===== config.mk =====
export PLATFORM = sky130hd
export DESIGN_NAME = dff_bank_arbiter_flat
export DESIGN_NICKNAME = d
export VERILOG_FILES = /design/src/rtl/dff_bank_arbiter_pkg.sv /design/src/rtl/dff_bank_arbiter_if.sv /design/src/rtl/dff_bank_arbiter_reg.sv /design/src/rtl/dff_bank_arbiter.sv /design/src/flat_wrapper.sv
export SDC_FILE = /design/constraint.sdc
export NUM_CORES = 1
export LEC_CHECK = 0
export ABC_AREA = 1
export BUFFER_PORTS_ARGS = -buffer_cell sky130_fd_sc_hd__buf_2
export CAP_MARGIN = 20
export CORE_MARGIN = 2
export CORE_UTILIZATION = 47
export CTS_CLUSTER_DIAMETER = 80
export DETAILED_ROUTE_END_ITERATION = 7
export PLACE_DENSITY = 0.91
export REMOVE_ABC_BUFFERS = 1
export SLEW_MARGIN = 10
export SYNTH_ARGS = -nofsm -noshare
export SYNTH_HDL_FRONTEND = slang
export SYNTH_SLANG_ARGS = --single-unit

===== constraint.sdc =====
create_clock -name clk -period 2.3 [get_ports clk]
set_input_delay 0.115 -clock clk [delete_from_list [all_inputs] [get_ports clk]]
set_output_delay 0.115 -clock clk [all_outputs]
set_load 0.05 [all_outputs]

===== src/rtl/dff_bank_arbiter_pkg.sv =====
// Shared types and the round-robin pick helper for the dff_bank_arbiter slice.
// The pick searches from last+1 upward and wraps modulo the requester count.
package dff_arb_pkg;

  localparam int DEFAULT_WIDTH = 8;
  localparam int MAX_REQ       = 32;
  localparam int IDX_W         = 5;

  typedef enum logic [0:0] {
    IDLE = 1'b0,
    BUSY = 1'b1
  } state_e;

  typedef struct packed {
    logic             found;
    logic [IDX_W-1:0] idx;
  } pick_t;

  // The owner itself is checked last, so any other requester always wins the pick.
  function automatic pick_t rr_pick(
    input logic [MAX_REQ-1:0] req_vec,
    input logic [IDX_W-1:0]   last_idx,
    input logic [IDX_W:0]     n_req
  );
    pick_t          res;
    logic [IDX_W:0] cand;
    res = '0;
    for (int k = 1; k <= MAX_REQ; k++) begin
      cand = {1'b0, last_idx} + (IDX_W+1)'(k);
      if (cand >= n_req) begin
        cand = cand - n_req;
      end else begin
        cand = cand;
      end
      if (!res.found && (k <= int'(n_req)) && req_vec[cand[IDX_W-1:0]]) begin
        res.found = 1'b1;
        res.idx   = cand[IDX_W-1:0];
      end else begin
        res = res;
      end
    end
    return res;
  endfunction

endpackage


===== src/rtl/dff_bank_arbiter_if.sv =====
// Requester-side bus of the shared-register arbiter: request levels and data in,
// grant, owner, busy and the register's q/qb out.
interface dff_bank_arbiter_if
  import dff_arb_pkg::*;
#(
  parameter int N_REQ = 4,
  parameter int WIDTH = DEFAULT_WIDTH
);
  localparam int OW = $clog2(N_REQ);

  logic [N_REQ-1:0]       req;
  logic [N_REQ*WIDTH-1:0] wr_data;
  logic [N_REQ-1:0]       gnt;
  logic [OW-1:0]          owner;
  logic                   busy;
  logic [WIDTH-1:0]       q;
  logic [WIDTH-1:0]       qb;

  modport master (
    output req, wr_data,
    input  gnt, owner, busy, q, qb
  );

  modport slave (
    input  req, wr_data,
    output gnt, owner, busy, q, qb
  );
endinterface


===== src/rtl/dff_bank_arbiter_reg.sv =====
// WIDTH-bit shared storage register with load enable and a complemented output.
// qb is derived from the same flops so it can never disagree with q.
module dff_reg
  import dff_arb_pkg::*;
#(
  parameter int WIDTH = DEFAULT_WIDTH
) (
  input  logic             clk,
  input  logic             rst,
  input  logic             en_i,
  input  logic [WIDTH-1:0] d_i,
  output logic [WIDTH-1:0] q_o,
  output logic [WIDTH-1:0] qb_o
);
  logic [WIDTH-1:0] q_q;

  // Storage flops: cleared asynchronously, loaded only while the owner writes.
  always_ff @(posedge clk or posedge rst) begin
    if (rst) begin
      q_q <= '0;
    end else if (en_i) begin
      q_q <= d_i;
    end else begin
      q_q <= q_q;
    end
  end

  assign q_o  = q_q;
  assign qb_o = ~q_q;
endmodule


===== src/rtl/dff_bank_arbiter.sv =====
// Round-robin arbiter and write sequencer for one shared register (dff_reg).
// Define DFF_ARB_TIMEOUT_EN to preempt an owner after MAX_HOLD cycles when others wait.
module dff_bank_arbiter
  import dff_arb_pkg::*;
#(
  parameter int N_REQ    = 4,
  parameter int WIDTH    = DEFAULT_WIDTH,
  parameter int MAX_HOLD = 4
) (
  input logic               clk,
  input logic               rst,
  dff_bank_arbiter_if.slave bus
);
  localparam int OW = $clog2(N_REQ);
  localparam logic [N_REQ-1:0] GNT_ONE = {{(N_REQ-1){1'b0}}, 1'b1};

  if ((N_REQ < 2) || (N_REQ > MAX_REQ) || (MAX_HOLD < 1)) begin : g_bad_cfg
    $error("dff_bank_arbiter: unsupported N_REQ/MAX_HOLD configuration");
  end

  state_e           state_q, state_d;
  logic [N_REQ-1:0] gnt_q, gnt_d;
  logic [OW-1:0]    owner_q, owner_d;
  logic [OW-1:0]    last_q, last_d;
  logic             busy_q, busy_d;

`ifdef DFF_ARB_TIMEOUT_EN
  localparam int HW = (MAX_HOLD > 1) ? $clog2(MAX_HOLD) : 1;
  localparam logic [HW-1:0] HOLD_MAX = HW'(MAX_HOLD - 1);
  logic [HW-1:0] hold_cnt_q, hold_cnt_d;
`endif

  pick_t            pick_s;
  logic [OW-1:0]    pick_idx_s;
  logic             unused_pick_s;
  logic             own_req_s;
  logic             others_s;
  logic             take_s;
  logic             wr_en_s;
  logic [WIDTH-1:0] wr_slice_s;
  logic [WIDTH-1:0] q_s;
  logic [WIDTH-1:0] qb_s;

  assign pick_s        = rr_pick(MAX_REQ'(bus.req), IDX_W'(last_q), (IDX_W+1)'(N_REQ));
  assign pick_idx_s    = pick_s.idx[OW-1:0];
  assign unused_pick_s = ^pick_s.idx;
  assign own_req_s     = bus.req[owner_q];
  assign others_s      = |(bus.req & ~gnt_q);
  assign wr_en_s       = (state_q == BUSY) && own_req_s;

  // Select the owner's slice of the packed write bus.
  always_comb begin
    wr_slice_s = '0;
    for (int i = 0; i < N_REQ; i++) begin
      if (owner_q == OW'(i)) begin
        wr_slice_s = bus.wr_data[i*WIDTH +: WIDTH];
      end else begin
        wr_slice_s = wr_slice_s;
      end
    end
  end

  // Next-state decode; a release hands off straight to the next pick without an idle bubble.
  always_comb begin
    take_s  = 1'b0;
    state_d = state_q;
    gnt_d   = gnt_q;
    owner_d = owner_q;
    last_d  = last_q;
`ifdef DFF_ARB_TIMEOUT_EN
    hold_cnt_d = hold_cnt_q;
`endif
    case (state_q)
      IDLE: begin
        if (pick_s.found) begin
          take_s = 1'b1;
        end else begin
          take_s = 1'b0;
        end
      end
      BUSY: begin
        if (!own_req_s) begin
          if (pick_s.found) begin
            take_s = 1'b1;
          end else begin
            state_d = IDLE;
            gnt_d   = '0;
          end
        end else begin
`ifdef DFF_ARB_TIMEOUT_EN
          if ((hold_cnt_q == HOLD_MAX) && others_s) begin
            take_s = 1'b1;
          end else if (hold_cnt_q != HOLD_MAX) begin
            hold_cnt_d = hold_cnt_q + HW'(1);
          end else begin
            hold_cnt_d = hold_cnt_q;
          end
`else
          take_s = 1'b0;
`endif
        end
      end
      default: begin
        state_d = IDLE;
        gnt_d   = '0;
      end
    endcase

    if (take_s) begin
      state_d = BUSY;
      gnt_d   = GNT_ONE << pick_idx_s;
      owner_d = pick_idx_s;
      last_d  = pick_idx_s;
`ifdef DFF_ARB_TIMEOUT_EN
      hold_cnt_d = '0;
`endif
      busy_d  = 1'b1;
    end else begin
      busy_d  = |gnt_d;
    end
  end

  // Arbiter FSM state and registered grant outputs.
  always_ff @(posedge clk or posedge rst) begin
    if (rst) begin
      state_q <= IDLE;
      gnt_q   <= '0;
      owner_q <= '0;
      last_q  <= OW'(N_REQ - 1);
      busy_q  <= 1'b0;
`ifdef DFF_ARB_TIMEOUT_EN
      hold_cnt_q <= '0;
`endif
    end else begin
      state_q <= state_d;
      gnt_q   <= gnt_d;
      owner_q <= owner_d;
      last_q  <= last_d;
      busy_q  <= busy_d;
`ifdef DFF_ARB_TIMEOUT_EN
      hold_cnt_q <= hold_cnt_d;
`endif
    end
  end

  // others_s only steers preemption; keep it observed in the default build too.
  logic unused_others_s;
  assign unused_others_s = others_s;

  dff_reg #(.WIDTH(WIDTH)) u_reg (
    .clk  (clk),
    .rst  (rst),
    .en_i (wr_en_s),
    .d_i  (wr_slice_s),
    .q_o  (q_s),
    .qb_o (qb_s)
  );

  assign bus.gnt   = gnt_q;
  assign bus.owner = owner_q;
  assign bus.busy  = busy_q;
  assign bus.q     = q_s;
  assign bus.qb    = qb_s;
endmodule

===== src/flat_wrapper.sv =====
// flat-port wrapper written by rule: the top's interface ports become plain ports
module dff_bank_arbiter_flat import dff_arb_pkg::*;
#(
  parameter int N_REQ    = 4,
  parameter int WIDTH    = DEFAULT_WIDTH,
  parameter int MAX_HOLD = 4
)
  (clk, rst, bus_req, bus_wr_data, bus_gnt, bus_owner, bus_busy, bus_q, bus_qb);
  dff_bank_arbiter_if #(.N_REQ(N_REQ), .WIDTH(WIDTH)) bus_i ();
  input logic clk;
  input logic rst;
  input wire logic [$bits(bus_i.req)-1:0] bus_req;
  input wire logic [$bits(bus_i.wr_data)-1:0] bus_wr_data;
  output wire logic [$bits(bus_i.gnt)-1:0] bus_gnt;
  output wire logic [$bits(bus_i.owner)-1:0] bus_owner;
  output wire logic [$bits(bus_i.busy)-1:0] bus_busy;
  output wire logic [$bits(bus_i.q)-1:0] bus_q;
  output wire logic [$bits(bus_i.qb)-1:0] bus_qb;
  assign bus_i.req = bus_req;
  assign bus_i.wr_data = bus_wr_data;
  assign bus_gnt = bus_i.gnt;
  assign bus_owner = bus_i.owner;
  assign bus_busy = bus_i.busy;
  assign bus_q = bus_i.q;
  assign bus_qb = bus_i.qb;
  dff_bank_arbiter #(.N_REQ(N_REQ), .WIDTH(WIDTH), .MAX_HOLD(MAX_HOLD)) u_core (.clk(clk), .rst(rst), .bus(bus_i));
endmodule

# Word level (Yosys, flattened, before mapping)
# Cells that the tools add are included.
# totals
output_inout_bits	23
memories	0
mem_bits_rw	0
ff_bits	18
elab_cells	71
latchBits	0
romBits	0
in_bits	38
# op_classes
n_shift	1
n_div	0
n_eq_ne	3
mul	0
addsub	8
muxes	33
bitwise_logic	2
order_cmp	9
reduce_logical	9
# ops
operator	count
2-to-1 mux 8 bit	4
>= comparator 6 x 3 -> 1 bit (second input constant)	4
less-than comparator 5 x 6 -> 1 bit (second input constant)	4
2-to-1 mux 6 bit	4
binary-select mux 1 bit (select 5 bit)	4
2-to-1 mux 5 bit	4
subtractor 5 x 3 -> 5 bit (second input constant)	4
2-to-1 mux 4 bit	4
2-to-1 mux 1 bit	11
NOT 8 bit	1
adder 2 x 2 -> 3 bit (second input constant)	2
adder 2 x 3 -> 4 bit (second input constant)	1
equality test 2 bit (second input constant)	2
logical AND 1 bit	4
OR reduction 4 bit	1
left shift 1 x 2 -> 4 bit (first input constant)	1
adder 2 x 1 -> 3 bit (second input constant)	1
zero test 1 bit	3
less-than comparator 2 x 3 -> 1 bit (second input constant)	1
binary-select mux 1 bit (select 2 bit)	1
equality test 2 x 1 -> 1 bit (second input constant)	1
zero test 2 bit	1
one-hot mux 1 bit (2 select lines)	1
NOT 1 bit	1

# Longest topological paths before layout
# Gate-level depths: netlist of the first run.
# logic_depth
ltp_word	20
mapped_depth	12
ltp_nobuf	12

# By module
# Synthesis of the first run repeated with hierarchy kept, for this count alone.
# hier_totals
hier_cells	193
area_unflattened_um2	1341.3
# by_module_without_submodules
mod	instances	seq_area_each_um2	area_per_inst_um2	cells_per_inst
dff_bank_arbiter	1	252.7	1002.2	150
dff_reg	1	200.2	339.1	43

# Least setup slack after synthesis of the first run
# OpenSTA, ideal clock, no wires.
# synth_timing
path_kind	register -> register
from	register u_core.last_q[0]
to	register u_core.owner_q[0] (netlist: u_core.bus.owner[0])
synth_period_minus_slack_ps	1989
setup_time_ps	119
path_buffers	1
required_time_ps	2181
stages_incl_launch_ff	11
arrival_ps	1870
setup_slack_ps	311
path_cell_list	dfstp_2 inv_2 ha_1 inv_1 nand3_1 nand3_4 nand3_4 nor2_4 nor2_2 buf_6 o21a_1
# synth_between
elab_chain_len	18
elab_cells_between_ends	37
classes_between	add/sub (8); order compare (4); mux (19); reduce/logical (6)
# synth_lines
element	line_no	rtl
start, declared	dff_bank_arbiter.sv:24	logic [OW-1:0] last_q, last_d;
start signal, assigned	dff_bank_arbiter.sv:129	last_q <= OW'(N_REQ - 1);
start signal, assigned	dff_bank_arbiter.sv:138	last_q <= last_d;
adder 2 x 1 -> 3 bit	dff_bank_arbiter_pkg.sv:29	cand = {1'b0, last_idx} + (IDX_W+1)'(k);
subtractor 5 x 3 -> 5 bit or >= comparator 6 x 3 -> 1 bit (tied branches)	dff_bank_arbiter_pkg.sv:31, dff_bank_arbiter_pkg.sv:30	
2-to-1 mux 5 bit	dff_bank_arbiter_pkg.sv:30	if (cand >= n_req) begin
binary-select mux 1 bit (select 5 bit)	dff_bank_arbiter_pkg.sv:35	if (!res.found && (k <= int'(n_req)) && req_vec[cand[IDX_W-1:0]]) begin
2-to-1 mux 1 bit (not written as such)	dff_bank_arbiter_pkg.sv:35	
2-to-1 mux 6 bit	dff_bank_arbiter_pkg.sv:35	
zero test 1 bit	dff_bank_arbiter_pkg.sv:35	
logical AND 1 bit	dff_bank_arbiter_pkg.sv:35	
[... 2 more ...]	--	
logical AND 1 bit	dff_bank_arbiter_pkg.sv:35	
2-to-1 mux 6 bit	dff_bank_arbiter_pkg.sv:35	
zero test 1 bit	dff_bank_arbiter_pkg.sv:35	
logical AND 1 bit	dff_bank_arbiter_pkg.sv:35	
2-to-1 mux 6 bit *	dff_bank_arbiter_pkg.sv:35	
2-to-1 mux 1 bit	dff_bank_arbiter.sv:75, dff_bank_arbiter.sv:83	
2-to-1 mux 1 bit	dff_bank_arbiter.sv:82	if (!own_req_s) begin
one-hot mux 1 bit (2 select lines)	dff_bank_arbiter.sv:73	case (state_q)
end signal, assigned	dff_bank_arbiter.sv:137	owner_q <= owner_d;
end, declared	dff_bank_arbiter.sv:23	logic [OW-1:0] owner_q, owner_d;
# Mark *: on every way between the ends. The rest lies on a longest branch, timed or not. The select of a mux whose other input is x is not followed.
# A chain may end at the register's enable or synchronous reset.

# Final worst setup path of the first run
# layout_timing
from	register u_core.last_q[1]
to	register u_core.gnt_q[1] (netlist: u_core.bus.gnt[1])
# layout_between
elab_chain_len	19
elab_cells_between_ends	42
classes_between	add/sub (8); order compare (4); shift (1); mux (23); reduce/logical (6)
# layout_lines
element	line_no	rtl
adder 2 x 1 -> 3 bit	dff_bank_arbiter_pkg.sv:29	
subtractor 5 x 3 -> 5 bit or >= comparator 6 x 3 -> 1 bit (tied branches)	dff_bank_arbiter_pkg.sv:31, dff_bank_arbiter_pkg.sv:30	
2-to-1 mux 5 bit	dff_bank_arbiter_pkg.sv:30	
binary-select mux 1 bit (select 5 bit)	dff_bank_arbiter_pkg.sv:35	
2-to-1 mux 1 bit (not written as such)	dff_bank_arbiter_pkg.sv:35	
2-to-1 mux 6 bit	dff_bank_arbiter_pkg.sv:35	
zero test 1 bit	dff_bank_arbiter_pkg.sv:35	
logical AND 1 bit	dff_bank_arbiter_pkg.sv:35	
[... 4 more ...]	--	
zero test 1 bit	dff_bank_arbiter_pkg.sv:35	
logical AND 1 bit	dff_bank_arbiter_pkg.sv:35	
2-to-1 mux 6 bit *	dff_bank_arbiter_pkg.sv:35	
2-to-1 mux 1 bit or 2-to-1 mux 4 bit (tied branches)	dff_bank_arbiter.sv:75, dff_bank_arbiter.sv:83	
2-to-1 mux 1 bit or 2-to-1 mux 4 bit (tied branches)	dff_bank_arbiter.sv:82	
one-hot mux 1 bit (2 select lines) or 2-to-1 mux 4 bit (tied branches)	dff_bank_arbiter.sv:73	
2-to-1 mux 4 bit *	dff_bank_arbiter.sv:109	if (take_s) begin
named net u_core.gnt_d[1]	dff_bank_arbiter.sv:22	logic [N_REQ-1:0] gnt_q, gnt_d;
end signal, assigned	dff_bank_arbiter.sv:136	gnt_q <= gnt_d;
end, declared	dff_bank_arbiter.sv:22	
# Mark *: on every way through the listed nets, which the timed path passes. The rest lies on a longest branch. The select of a mux whose other input is x is not followed.

==> impl_metrics.ini, run 1 <==
[setup_path]
path_depth = 11
cp_max_fo = 7
required_ns = 2.49
cp_slowest_cell = dfstp_2
crit_top_cell = inv_1
cp-end-kind = flop
slowest_delay_ns = 0.59
crit_type = flop to flop
critPathBufInv = 3
rr_worst_depth = 11
critPathTopFamily = simple AND/OR/NAND/NOR gates
crit_path_start = u_core.last_q[1]
setup.worst_path.end = u_core.bus.gnt[1]
r2r_end = u_core.bus.gnt[1]
setup.worst_path.start_class = flop
cp.arrival_ns = 2.30
r2r_setup_slack_ns = 0.19
cp_cell_sequence = inv_1 -> ha_2 -> inv_1 -> nand3_1 -> nand3_4 -> nand3_4 -> nor2_4 -> nor2_4 -> inv_1 -> nand3_1 -> nand2_1
timing.rr.start = u_core.last_q[1]

[global_routing]
grt_antenna_before_repair = 0
grt_start_max_net_pins = 19
grt-ovfl-total = 0
grt_pass1_vias = 1232
grt_pass1_wl_um = 5230
grt_usage = 0.199

[hold_path]
hold_path_depth = 3
holdCritPathClass = input pin to flop

[logic_synthesis]
synthFlopType = dfrtp_1
synth_area_leaders = dfrtp_1 (30%), nand2_1 (12%), nand3_1 (11%)
avgSynthCellArea_um2 = 7.37
synthDominantCellAreaShare = 0.300
synth-seq-cells = 18
synthCells = 181
yosys.area.top_type = dfrtp_1
asyncSetResetFlopFracSynth = 1.00
synth_edf_count = 0
yosys_warnings = 0
synth_area_um2 = 1330
synth.distinct_cells = 27
seq_area_frac_synth = 0.340

[routing]
vias_per_cell = 5.21
drtPass1Iterations = 4
drt-initial-drc-count = 77
wl_met1_um = 1430
routed_wl_um = 3280
highest_layer = met4
wl_met3_um = 154
route.met2.wl_um = 1670
wl_per_cell_um = 11.8
drc = 0
drtAntennaViolNets = 0
dr_total_vias = 1442

[placement]
dp_cells = 271
place_hpwl_um = 2560
gp_congestion = 0.797
numPortBuffers = 60

[clock_network]
cts_buffer_depth = 2
cts_tree = done
root_buffer = clkbuf_4
h-tree-depth = 1
clock_latency_ns = 0.30
clkTransAtPathRegs_ns = 0.11
cts_buffers = 3
cts_sinks = 18

[floorplan]
die_x_um = 57.3
die-area_um2 = 3280
core_area_um2 = 2730
start_util = 0.488
die_y_um = 57.3
fp-row-count = 19
pin_count = 61

[cells_and_area]
syn_to_final_growth_pct = 29.8
fillCellCount = 258
finalNonFillerCells = 277
final_common_cell = buf_2
multi_input_area_um2 = 761
seq_area_um2 = 453
drive_above_1_share = 0.374
diodes = 0
fin_nets = 290
final_cell_mix = buf_2 (60), nand2_1 (42), nand3_1 (28)

[timing]
final_max_slew_viol_count = 0
rsz0062_at_grt = no
final.setup_skew_ns = 0.00901
finalSetupTns_ns = 0
post-route-period-util = 0.916
worst_pin_slew_ns = 0.651
relSlewSlack = 0.565
setup_viol = 0
fin_crit_ns = 2.11
max_freq_mhz = 475
finalHoldViolCount = 0

[run_status]
outcome = finished clean

[job]
drv_cap = 0
==> logic make-up (layout without fill, tap and decap cells) <==
logic type	Yosys count	count (layout)	share of synthesized area
AO/OA/AOI/OAI	27	27	0.126
AND/OR/NAND/NOR	101	101	0.390
flip-flops	18	18	0.340
buffers and inverters	30	95	0.0976
adder cells (fa/ha/maj)	5	5	0.0469
==> repair_timing <==
action / CTS / global route
hold endpoints to repair: 16 / 0
setup endpoints to repair: 0 / 9
hold buffers: 1 / 0
gates resized for setup: 0 / 3
buffers inserted: 0 / 1
==> final cells by class <==
type,instances,share of cell area
multi-input combinational,133,0.439
tap,31,0.0224
sequential,18,0.262
timing repair buffer,65,0.197
clock buffer,4,0.0210
inverter,26,0.0592
==> metrics by stage <==
| step | setup slack (ns) | hold WS [ns] | utilization | instance area (µm²) |
|---|---|---|---|---|
| floorplan | 0.102 | 0.0521 | - | 1310 |
| global placement | 0.186 | 0.236 | 0.610 | 1670 |
| detailed placement | 0.0563 | 0.243 | 0.610 | 1670 |
| CTS | 0.0429 | 0.0693 | 0.627 | 1710 |
| global route | 0.0239 | 0.0823 | 0.633 | 1730 |
| finish | 0.193 | 0.0764 | 0.633 | 1730 |
==> cell usage after synthesis (3+ instances only) <==
cell type,count
o21ai_1,3
nand2_1,42
nand3_2,3
nand2_2,6
o21ai_0,10
nand3_1,28
ha_1,5
nand4_1,8
inv_1,22
nor2_1,8
o211ai_1,8
dfrtp_1,16
==> flip-flops by register name (all words and copies together), names as in the netlist <==
signal / count
u_core.last_q: 2
u_core.u_reg.q_o: 8
u_core.state_q: 1
u_core.bus.owner: 2
u_core.bus.busy: 1
u_core.bus.gnt: 4
==> worst register-to-register path, cell delays in order, from the launching register on <==
cell,delay [ns]
dfstp_2,0.59
inv_1,0.12
ha_2,0.39
inv_1,0.08
nand3_1,0.13
nand3_4,0.12
nand3_4,0.12
nor2_4,0.05
nor2_4,0.14
inv_1,0.12
nand3_1,0.08
nand2_1,0.06
==> routing by layer <==
metal	GRT usage	vias up
li1	-	735
met1	0.262	666
met2	0.332	37
met3	0.0454	4
met4	0.0532	0
met5	0	-
==> worst min-delay path by stage <==
stage / start / to / slack (ns)
global route: bus_wr_data[31] / u_core.u_reg.q_o[7] / 0.08
detailed placement: rst / u_core.u_reg.q_o[1] / 0.24
finish: bus_wr_data[31] / u_core.u_reg.q_o[7] / 0.08
CTS: bus_wr_data[31] / u_core.u_reg.q_o[7] / 0.07
global placement: rst / u_core.u_reg.q_o[1] / 0.24
floorplan: rst / u_core.bus.busy / 0.05
Power of run 1 is not shown: default switching activity piles up to over one toggle a cycle in this logic, so the estimate is an artifact.
==> run 2, diff against run 1 <==
BUFFER_PORTS_ARGS = -buffer_cell sky130_fd_sc_hd__buf_4   (was -buffer_cell sky130_fd_sc_hd__buf_2)
SYNTH_HIERARCHICAL = 1   (was unset)
==> run 2 against run 1 <==
- hold slack better by 0.064 ns
- synthesized cell count up 6.6%
- clock skew down 0.0070 ns
- critical path depth down 1
- via count up 3.7%
- final cell count up 4.3%
- final area up 7.9%
- sequential share of layout area down 1.9 points
- core utilization up 5.0 points
- worst setup slack better by 0.014 ns
- clock-buffer cell count unchanged
- highest routed layer unchanged
==> impl_metrics.ini, run 2 <==
[cells_and_area]
finalNonFillerCells = 289
final_cell_mix = nand2_1 (69), buf_4 (62), inv_1 (26)
syn_to_final_growth_pct = 39.4
diodes = 0
final_common_cell = nand2_1
seq_area_um2 = 453
finish.utilization = 0.684
fillCellCount = 254
multi_input_area_um2 = 753
drive_above_1_share = 0.349
largest_reg_flops = 8
fin_nets = 302
finalInstanceArea_um2 = 1870

[global_routing]
grt-ovfl-total = 0
grt_pass1_wl_um = 5950
grt_pass1_vias = 1440
grt_start_max_net_pins = 14
grt_antenna_before_repair = 0
grt_usage = 0.223

[timing]
finalHoldViolCount = 0
final.setup_skew_ns = 0.00200
rsz0062_at_grt = no
max_freq_mhz = 478
fin_crit_ns = 2.09
final_max_slew_viol_count = 0
post-route-period-util = 0.910
relSlewSlack = 0.703
finalSetupTns_ns = 0
setup_viol = 0
worst_pin_slew_ns = 0.446

[setup_path]
cp.arrival_ns = 2.26
required_ns = 2.47
setup.worst_path.start_class = flop
crit_type = flop to flop
cp-end-kind = flop
cp_max_fo = 9

[logic_synthesis]
yosys.area.top_type = dfrtp_1
synthCells = 193
synth.distinct_cells = 23
post-synth-top-count-cell = nand2_1
synthDominantCellAreaShare = 0.299
synth_edf_count = 0
synth_area_leaders = dfrtp_1 (30%), nand2_1 (19%), nand3_1 (9.3%)
synthFlopType = dfrtp_1
synth_area_um2 = 1340
asyncSetResetFlopFracSynth = 1.00
avgSynthCellArea_um2 = 6.95
seq_area_frac_synth = 0.338
synth-seq-cells = 18
synthTopCellsByCount = nand2_1 (69), inv_1 (26), nand3_1 (25)
yosys_warnings = 6

[floorplan]
die_x_um = 57.4
fp-row-count = 19
start_util = 0.491
die_y_um = 57.4
core_area_um2 = 2730
die-area_um2 = 3300
pin_count = 61

[routing]
wl_met1_um = 1410
wl_per_cell_um = 12.2
vias_per_cell = 5.18
drtPass1Iterations = 4
drtAntennaViolNets = 0
drt-initial-drc-count = 39
route.met2.wl_um = 1720
drc = 0
highest_layer = met4
wl_met3_um = 326
dr_total_vias = 1496
routed_wl_um = 3510

[clock_network]
cts_resized = 0
cts_tree = done
clock_latency_ns = 0.28
cts_sinks = 18
clkTransAtPathRegs_ns = 0.10
cts_buffers = 3
h-tree-depth = 1
root_buffer = clkbuf_4
cts_buffer_depth = 2

[placement]
numPortBuffers = 60
gp_congestion = 0.860
placed_cell_area_um2 = 1820
dp_cells = 283
place_hpwl_um = 2830

[job]
drv_cap = 0

[hold_path]
holdCritPathClass = input pin to flop

[run_status]
outcome = finished clean
## run 2: cell types whose count changed after synthesis, moves of 3 or more
cell	previous run	this run
nand2_2	6	3
o21ai_0	10	2
o211ai_1	8	0
inv_1	22	26
nand3_1	28	25
nand2_1	42	69
## run 2: final timing paths
| path | from | endpoint | slack, ns | cells past startpoint |
|---|---|---|---|---|
| max reg2reg | u_core/last_q[0] | u_core/bus.busy | 0.21 | 10 |
| min in group asynchronous | rst | u_core/u_reg/q_o[2] | 0.35 | 3 |
| max in group asynchronous | rst | u_core/last_q[0] | 1.62 | 3 |
| min reg2reg | u_core/u_reg/q_o[7] | u_core/u_reg/q_o[7] | 0.51 | 2 |
| min | bus_wr_data[20] | u_core/u_reg/q_o[4] | 0.14 | 5 |
| max | u_core/last_q[0] | u_core/bus.busy | 0.21 | 10 |
## run 2: kinds of logic after synthesis
family	synth area share
compound gates	0.0709
flops	0.338
buf+inv	0.101
simple gates	0.444
fa+ha+maj	0.0466
## run 2: worst max-delay path, stage by stage (launching register included)
cell	delay (ns)
dfstp_2	0.63
inv_2	0.11
ha_1	0.36
inv_1	0.12
nand3_1	0.10
nand3_2	0.14
nand3_2	0.10
nor2_2	0.12
nand3_2	0.12
o21ai_1	0.10
nand3_1	0.09
## run 2: area by class of cell
class / count / share of cell area
clock buffers: 4 / 0.0194
inverters: 30 / 0.0602
multi-input cells: 143 / 0.403
flip-flops and latches: 18 / 0.242
well taps: 31 / 0.0207
repair buffers: 63 / 0.254
## run 2: per-layer routing
layer / up-vias / global-route usage
met5: - / 0
met4: 0 / 0.0797
met3: 6 / 0.0431
met2: 61 / 0.393
met1: 677 / 0.268
li1: 752 / -
## run 2: what timing repair did
action                     4_1_cts  5_1_grt
hold endpoints to repair        16        0
setup endpoints to repair        0        1
hold buffers                     1        0
buffers inserted                 0        1
## run 2: metrics by stage
step	hold WS [ns]	worst slack, ns
floorplan	-0.0693	0.383
global placement	0.0842	0.293
detailed placement	0.0891	0.212
CTS	0.132	0.202
global route	0.166	0.00491
finish	0.141	0.206
Power of run 2 is left out for the same reason.
